## src/rtl/slot_alloc.sv

```systemverilog
// slot_alloc: registered free-slot allocator.
// Keeps a W-bit occupancy vector and offers one free slot per cycle over a
// valid/ready handshake, accepting one release per cycle. The next offered
// slot is precomputed from the post-update state, so every output is a flop.
module slot_alloc #(
    parameter int W        = 16,
    parameter int NEXT_FIT = 1
) (
    input  logic                   i_clk,
    input  logic                   i_rst,
    input  logic                   i_alloc_vld,
    output logic                   o_alloc_rdy,
    output logic [$clog2(W)-1:0]   o_alloc_idx,
    input  logic                   i_free_vld,
    input  logic [$clog2(W)-1:0]   i_free_idx,
    output logic [W-1:0]           o_occ,
    output logic [$clog2(W+1)-1:0] o_cnt,
    output logic                   o_full,
    output logic                   o_empty,
    output logic                   o_err_dfree
);

    localparam int LW = $clog2(W);
    localparam int CW = $clog2(W+1);

    logic [LW-1:0] ptr;

    logic          grant;
    logic          free_hit;
    logic          dfree;
    logic [W-1:0]  grant_mask;
    logic [W-1:0]  free_mask;
    logic [W-1:0]  occ_next;
    logic [CW-1:0] cnt_next;
    logic [LW-1:0] ptr_next;
    logic [LW-1:0] idx_next;

    // First zero of v: circularly downward from p-1 (next-fit) or lowest index.
    // When v has no zero the previous offer is held; it is a don't-care then.
    function automatic logic [LW-1:0] search(input logic [W-1:0]  v,
                                             input logic [LW-1:0] p,
                                             input logic [LW-1:0] hold);
        logic [LW-1:0] r;
        logic [LW-1:0] c;
        r = hold;
        c = '0;
        if (NEXT_FIT != 0) begin
            // Walk farthest-first so the nearest candidate (p-1) wins last.
            for (int i = W; i >= 1; i--) begin
                c = p - LW'(i);
                if (!v[c]) r = c;
            end
        end else begin
            for (int i = W-1; i >= 0; i--) begin
                if (!v[LW'(i)]) r = LW'(i);
            end
        end
        return r;
    endfunction

    // Next-state: apply grant and release together, then look ahead for the next offer.
    always_comb begin
        grant      = i_alloc_vld && o_alloc_rdy;
        // A release of the slot being granted sees it as free: that is a double-free.
        free_hit   = i_free_vld && o_occ[i_free_idx];
        dfree      = i_free_vld && !o_occ[i_free_idx];
        grant_mask = grant    ? (W'(1) << o_alloc_idx) : '0;
        free_mask  = free_hit ? (W'(1) << i_free_idx)  : '0;
        occ_next   = (o_occ | grant_mask) & ~free_mask;
        cnt_next   = o_cnt + CW'(grant) - CW'(free_hit);
        ptr_next   = ((NEXT_FIT != 0) && grant) ? o_alloc_idx : ptr;
        idx_next   = search(occ_next, ptr_next, o_alloc_idx);
    end

    // State and registered outputs; reset wins over any concurrent request.
    always_ff @(posedge i_clk) begin
        if (i_rst) begin
            o_occ       <= '0;
            ptr         <= '0;
            o_cnt       <= '0;
            o_full      <= 1'b0;
            o_empty     <= 1'b1;
            o_alloc_rdy <= 1'b1;
            o_err_dfree <= 1'b0;
            o_alloc_idx <= (NEXT_FIT != 0) ? LW'(W-1) : '0;
        end else begin
            o_occ       <= occ_next;
            ptr         <= ptr_next;
            o_cnt       <= cnt_next;
            o_full      <= (cnt_next == CW'(W));
            o_empty     <= (cnt_next == '0);
            o_alloc_rdy <= ~&occ_next;
            o_err_dfree <= dfree;
            o_alloc_idx <= idx_next;
        end
    end

endmodule

```

## config.mk

```make
export PLATFORM = sky130hd
export DESIGN_NAME = slot_alloc
export DESIGN_NICKNAME = d
export VERILOG_FILES = /design/src/rtl/slot_alloc.sv
export SDC_FILE = /design/constraint.sdc
export NUM_CORES = 1
export LEC_CHECK = 0
export ABC_AREA = 1
export CAP_MARGIN = 20
export CORE_MARGIN = 8
export CORE_UTILIZATION = 30
export CTS_BUF_LIST = sky130_fd_sc_hd__clkbuf_8
export DETAILED_ROUTE_END_ITERATION = 8
export DONT_BUFFER_PORTS = 1
export PLACE_DENSITY_LB_ADDON = 0.05
export SYNTH_ARGS = -nofsm -noshare
export SYNTH_HDL_FRONTEND = slang
export SYNTH_SLANG_ARGS = --single-unit
```

## constraint.sdc

```tcl
create_clock -name i_clk -period 4.6 [get_ports i_clk]
set_input_delay 1.38 -clock i_clk [delete_from_list [all_inputs] [get_ports i_clk]]
set_output_delay 1.38 -clock i_clk [all_outputs]
set_load 0.02 [all_outputs]
```

==> Word-level counts from Yosys, hierarchy flattened <==
Cells that the tools add are included.
{ "op_classes": {"n_bitwise": 3, "mul": 0, "order_cmp": 17, "reduce_logical": 7, "muxes": 53, "addsub": 17, "shifts": 2, "eq_ne": 2, "div_mod_pow": 0} }
{ "op_table": {"columns": ["op", "n"], "rows": [
  ["$lt A4 B5 Y1 const B", 17],
  ["$bmux W1 S4", 17],
  ["$mux W4", 17],
  ["$mux W16", 2],
  ["$shl A1 B4 Y16 const A", 2],
  ["$sub A4 B4 Y4 const B", 8],
  ["$mux W1", 17],
  ["$and A16 B16 Y16", 1],
  ["$ne A16 B16 Y1 const B", 1],
  ["$not A16 Y16", 1],
  ["$or A16 B16 Y16", 1],
  ["$reduce_and A16 Y1", 1],
  ["$sub A4 B3 Y4 const B", 4],
  ["$sub A4 B2 Y4 const B", 2],
  ["$add A5 B1 Y5", 1],
  ["$eq A5 B5 Y1 const B", 1],
  ["$logic_not A5 Y1", 1],
  ["$sub A5 B1 Y5", 1],
  ["$sub A4 B1 Y4 const B", 1],
  ["$logic_and A1 B1 Y1", 3],
  ["$logic_not A1 Y1", 2]
]} }
{ "word_totals": {"romBits": 0, "word_cells": 109, "out_inout_bits": 29, "mem_bits_rw": 0, "in_bits": 8, "latchBits": 0, "ff_bits": 33, "memories": 0} }

==> Depth between registers and ports, before layout <==
{ "depth": {"word_depth": 24, "mapped_depth": 34, "ltp_nobuf": 33} }

==> Least setup slack after synthesis <==
Ideal clock, no wire load.
{ "synth_path": {"path_kind": "input to register", "start": "input port i_alloc_vld", "end": "register o_alloc_idx[0]", "arrival_time_ns": 4.120, "stages": 29, "t_required_ns": 4.487, "path_buffers": 2, "setup_ns": 0.113, "path_slack_ns": 0.366, "path_cell_list": "nand2_2 inv_2 or2_1 o21ai_2 clkbuf_1 ha_1 inv_1 buf_2 nand3_1 nand2_1 nand2_1 nand3_1 nand2_2 nor2_2 nor2_1 o21ai_2 nand2_1 nand2_1 nand2_1 nand2_1 nand2_1 nand2_1 nand2_1 nand2_1 nand2_1 nand2_1 nand2_1 nand3_1 nand2_1"} }
{ "synth_between": {"elab_chain_cells": 21, "word_cells_on_any_way": 69, "cone_classes": "15 x add/sub; 1 x eq/ne; 50 x mux; 2 x bitwise; 1 x reduce/logical"} }
{ "synth_rtl": {"columns": ["element", "line_no", "text"], "rows": [
  ["start: declaration", "11", "input logic i_alloc_vld,"],
  ["$logic_and A1 B1 Y1 *", "63", "grant = i_alloc_vld && o_alloc_rdy;"],
  ["parallel branches: the longest is 20 deep, another holds $sub A4 B4 Y4", null, null],
  ["end signal: assignment", "85", "o_alloc_idx <= (NEXT_FIT != 0) ? LW'(W-1) : '0;"],
  ["end signal: assignment", "94", "o_alloc_idx <= idx_next;"],
  ["end: declaration", "13", "output logic [$clog2(W)-1:0] o_alloc_idx,"]
]} }
Mark *: on every way between the ends. The select of a mux whose other input is x is not followed.
A chain may end at the register's enable or synchronous reset.

==> Worst setup path in the final report <==
Same ends and word-level chain as after synthesis.

==> key figures <==
Status
  • Status: complete, no violations

Cells and area
  • Most common cell after layout, fill and taps aside: nand2_1
  • Fin util: 33.0%
  • Area growth syn-to-layout: 8.77%
  • N_diodes: 0
  • Share of layout cells above drive strength 1: between 10 and 15%
  • Nets: 634
  • Most frequent cells in the layout: 182 x nand2_1, 108 x nand3_1, 59 x inv_1

CTS
  • CTS Root Cell: clkbuf_8
  • CTS HTree Levels: 2
  • Post-CTS Setup Bufs: 0
  • Worst-skew pair later-pin latency: 300 ps
  • Num CTS Buffers: 5
  • Post-CTS sizing: 0
  • Clock-pin transition on the worst setup and hold timing paths: 70 ps
  • Clock buffer depth: 2
  • Clock Sinks: 33
  • CTS tree: built
  • Hold_buf cts: 0

Die
  • Die area: 0.0157 mm²
  • Die Wd: 125 µm
  • Chip height: 125 µm
  • I/O pin count: 37
  • Core area: 0.0119 mm²
  • FP Rows: 40
  • Initial Util: a little over 30%

Route
  • Via count: 4016
  • DRT iter0 DRCs: 470
  • Via/cell ratio: 5.28
  • Drt first pass iters: 5
  • Wire length per cell: 17.5 µm
  • Total wire length: 13300 µm
  • Detailed-route DRC error count: 0
  • Post-DRT Antenna Nets: 0

Logic synthesis
  • Post-synth ARST share: 0%
  • Main synth FF type: dfxtp_1
  • Post-synth EDFFs: 0
  • Mapped cell area: roughly 0.0036 mm²
  • Synth Instances: 610
  • Flops & latches, synth: 33
  • Unique masters post-synth: 38
  • Synth warn: 0
  • Mean post-synth cell area: 5.89 µm²
  • Syn Nets: 631
  • Seq/Total Area, Yosys: 18.4%

STA
  • Hold violation count in the final report: 0
  • RSZ-0062 raised after global routing: false
  • Slew @ Worst Pin: 477 ps
  • Fin crit period: 4220 ps
  • Sum Neg Setup Slack: 0 ps
  • Slew HR: between 60% and 70%
  • FMAX: 237 MHz
  • Pins Over Slew Limit: 0
  • Setup violators final: 0
  • Fin crit share: between 90 and 100%
  • Final setup skew: 11.2 ps

Worst hold path
  • Hold WC Path Type: flip-flop to flip-flop
  • Worst Hold Path Cells: 3

Placement
  • Placer congestion estimate: 0.861
  • DP HPWL: around 11000 µm
  • IO Port Bufs: 0

Critical path
  • Crit path from: i_alloc_vld
  • Worst R2R Path Depth: 26
  • Startpoint types: input pin
  • Worst setup path endpoint: o_alloc_idx[0]
  • Required time of the critical path: 4790 ps
  • Worst Setup End Kind: flip-flop
  • Critical path peak fanout: 14
  • R2r setup slk: 970 ps
  • Worst r2r dst: o_alloc_idx[0]
  • Setup CP Type: input pin to flip-flop
  • Reg-to-reg startpoint: o_alloc_rdy
  • WP data arrival: 4400 ps

Global routing
  • Vias in the first global route: 3752
  • Largest net degree at the start of global routing: 26
  • First-pass GRT wire length: 21100 µm
  • Initial antenna violation count: 0
  • GRT Total Usage: 16.8%
  • Total gr overflow: 0

Power and ir drop
  • Total chip power: 2.61 mW
  • PwrDens: between 600 and 700 mW/mm²
  • VDD IR max: 0.213 mV
  • Leakage: 1.86 nW

Job
  • Max Cap Viol: 0
-- logic make-up (layout without fill, tap and decap cells) --
group / after synthesis / in the layout / synth area share (%)
compound gates: 66 / 66 / 11.6
flops: 33 / 33 / 18.4
fa+ha+maj: 13 / 13 / 4.73
xor+xnor: 10 / 10 / 2.44
simple gates: 395 / 395 / 51.7
buf+inv: 93 / 97 / 11.1
-- worst max-delay path: stages --
cell,delay [ps]
nand2_2,130
inv_2,100
or2_1,230
o21ai_2,80
buf_4,260
ha_1,370
inv_1,240
nand3_1,180
nand3_2,120
nand2_2,120
nor2_2,250
nor2_1,80
o21ai_2,110
nand2_1,60
nand2_1,50
nand2_1,50
nand2_1,50
nand2_1,50
nand2_1,50
nand2_1,40
nand2_1,90
nand2_1,80
nand2_1,60
nand2_1,40
nand3_1,80
nand2_1,50
-- layout make-up --
class	instances	area (µm²)
Clock buffer	5	68.8
Clock inverter	3	68.8
Fill cell	1334	7950
Inverter	73	274
Multi-Input combinational cell	484	2530
Sequential cell	33	661
Tap cell	147	184
Timing Repair Buffer	16	120
-- Yosys cell counts (7+ instances only) --
library cell	n	share of area, %
a21oi_1	29	4.0
buf_2	7	0.97
dfxtp_1	33	18
ha_1	12	4.2
inv_1	59	6.2
inv_2	13	1.4
nand2_1	182	19
nand2_2	8	1.4
nand3_1	108	15
nand3_2	18	5.0
nor2_1	43	4.5
nor3_1	16	2.2
o21ai_0	7	0.97
o21bai_1	14	2.9
xor2_1	8	1.9
-- stage by stage --
stage / worst slack, ps / hold slack (ps) / instances / instance area [µm²]
after floorplan: 366 / 564 / 610 / 3600
final: 384 / 627 / 761 / 3910
after detailed placement: 120 / 605 / 753 / 3770
after global routing: 128 / 682 / 761 / 3910
after CTS: 416 / 629 / 761 / 3910
after global placement: 30.2 / 602 / 753 / 3770
-- how the worst min path moves through the flow --
stage	startpoint	end	slack [ps]
6_report	ptr[0]	ptr[0]	630
3_5_place_dp	ptr[0]	ptr[0]	600
3_3_place_gp	ptr[0]	ptr[0]	600
4_1_cts	ptr[0]	ptr[0]	630
5_1_grt	ptr[3]	ptr[3]	680
2_1_floorplan	ptr[3]	ptr[3]	560
-- power breakdown --
group	internal [mW]	total, mW	switching [mW]
Clock	0.218	0.347	0.129
Sequential	0.341	0.470	0.128
Combinational	0.586	1.79	1.20
Total	1.15	2.61	1.46
-- routing by layer --
| layer | GRT usage [%] | part of all wire (%) | wire, µm | up-vias |
|---|---|---|---|---|
| li1 | - | - | - | 2006 |
| met1 | 22.5 | 46 | 6180 | 1865 |
| met2 | 27.3 | 46 | 6110 | 133 |
| met3 | 3.48 | 6.6 | 874 | 12 |
| met4 | 3.01 | 0.99 | 131 | 0 |
| met5 | 0 | 0 | 0 | - |
-- registers in the layout, indices dropped and copies added, names as in the netlist --
register     flops
ptr              4
o_full           1
o_cnt            5
o_err_dfree      1
o_empty          1
o_alloc_rdy      1
o_alloc_idx      4
o_occ           16
Power figures use the tool's default switching activity.
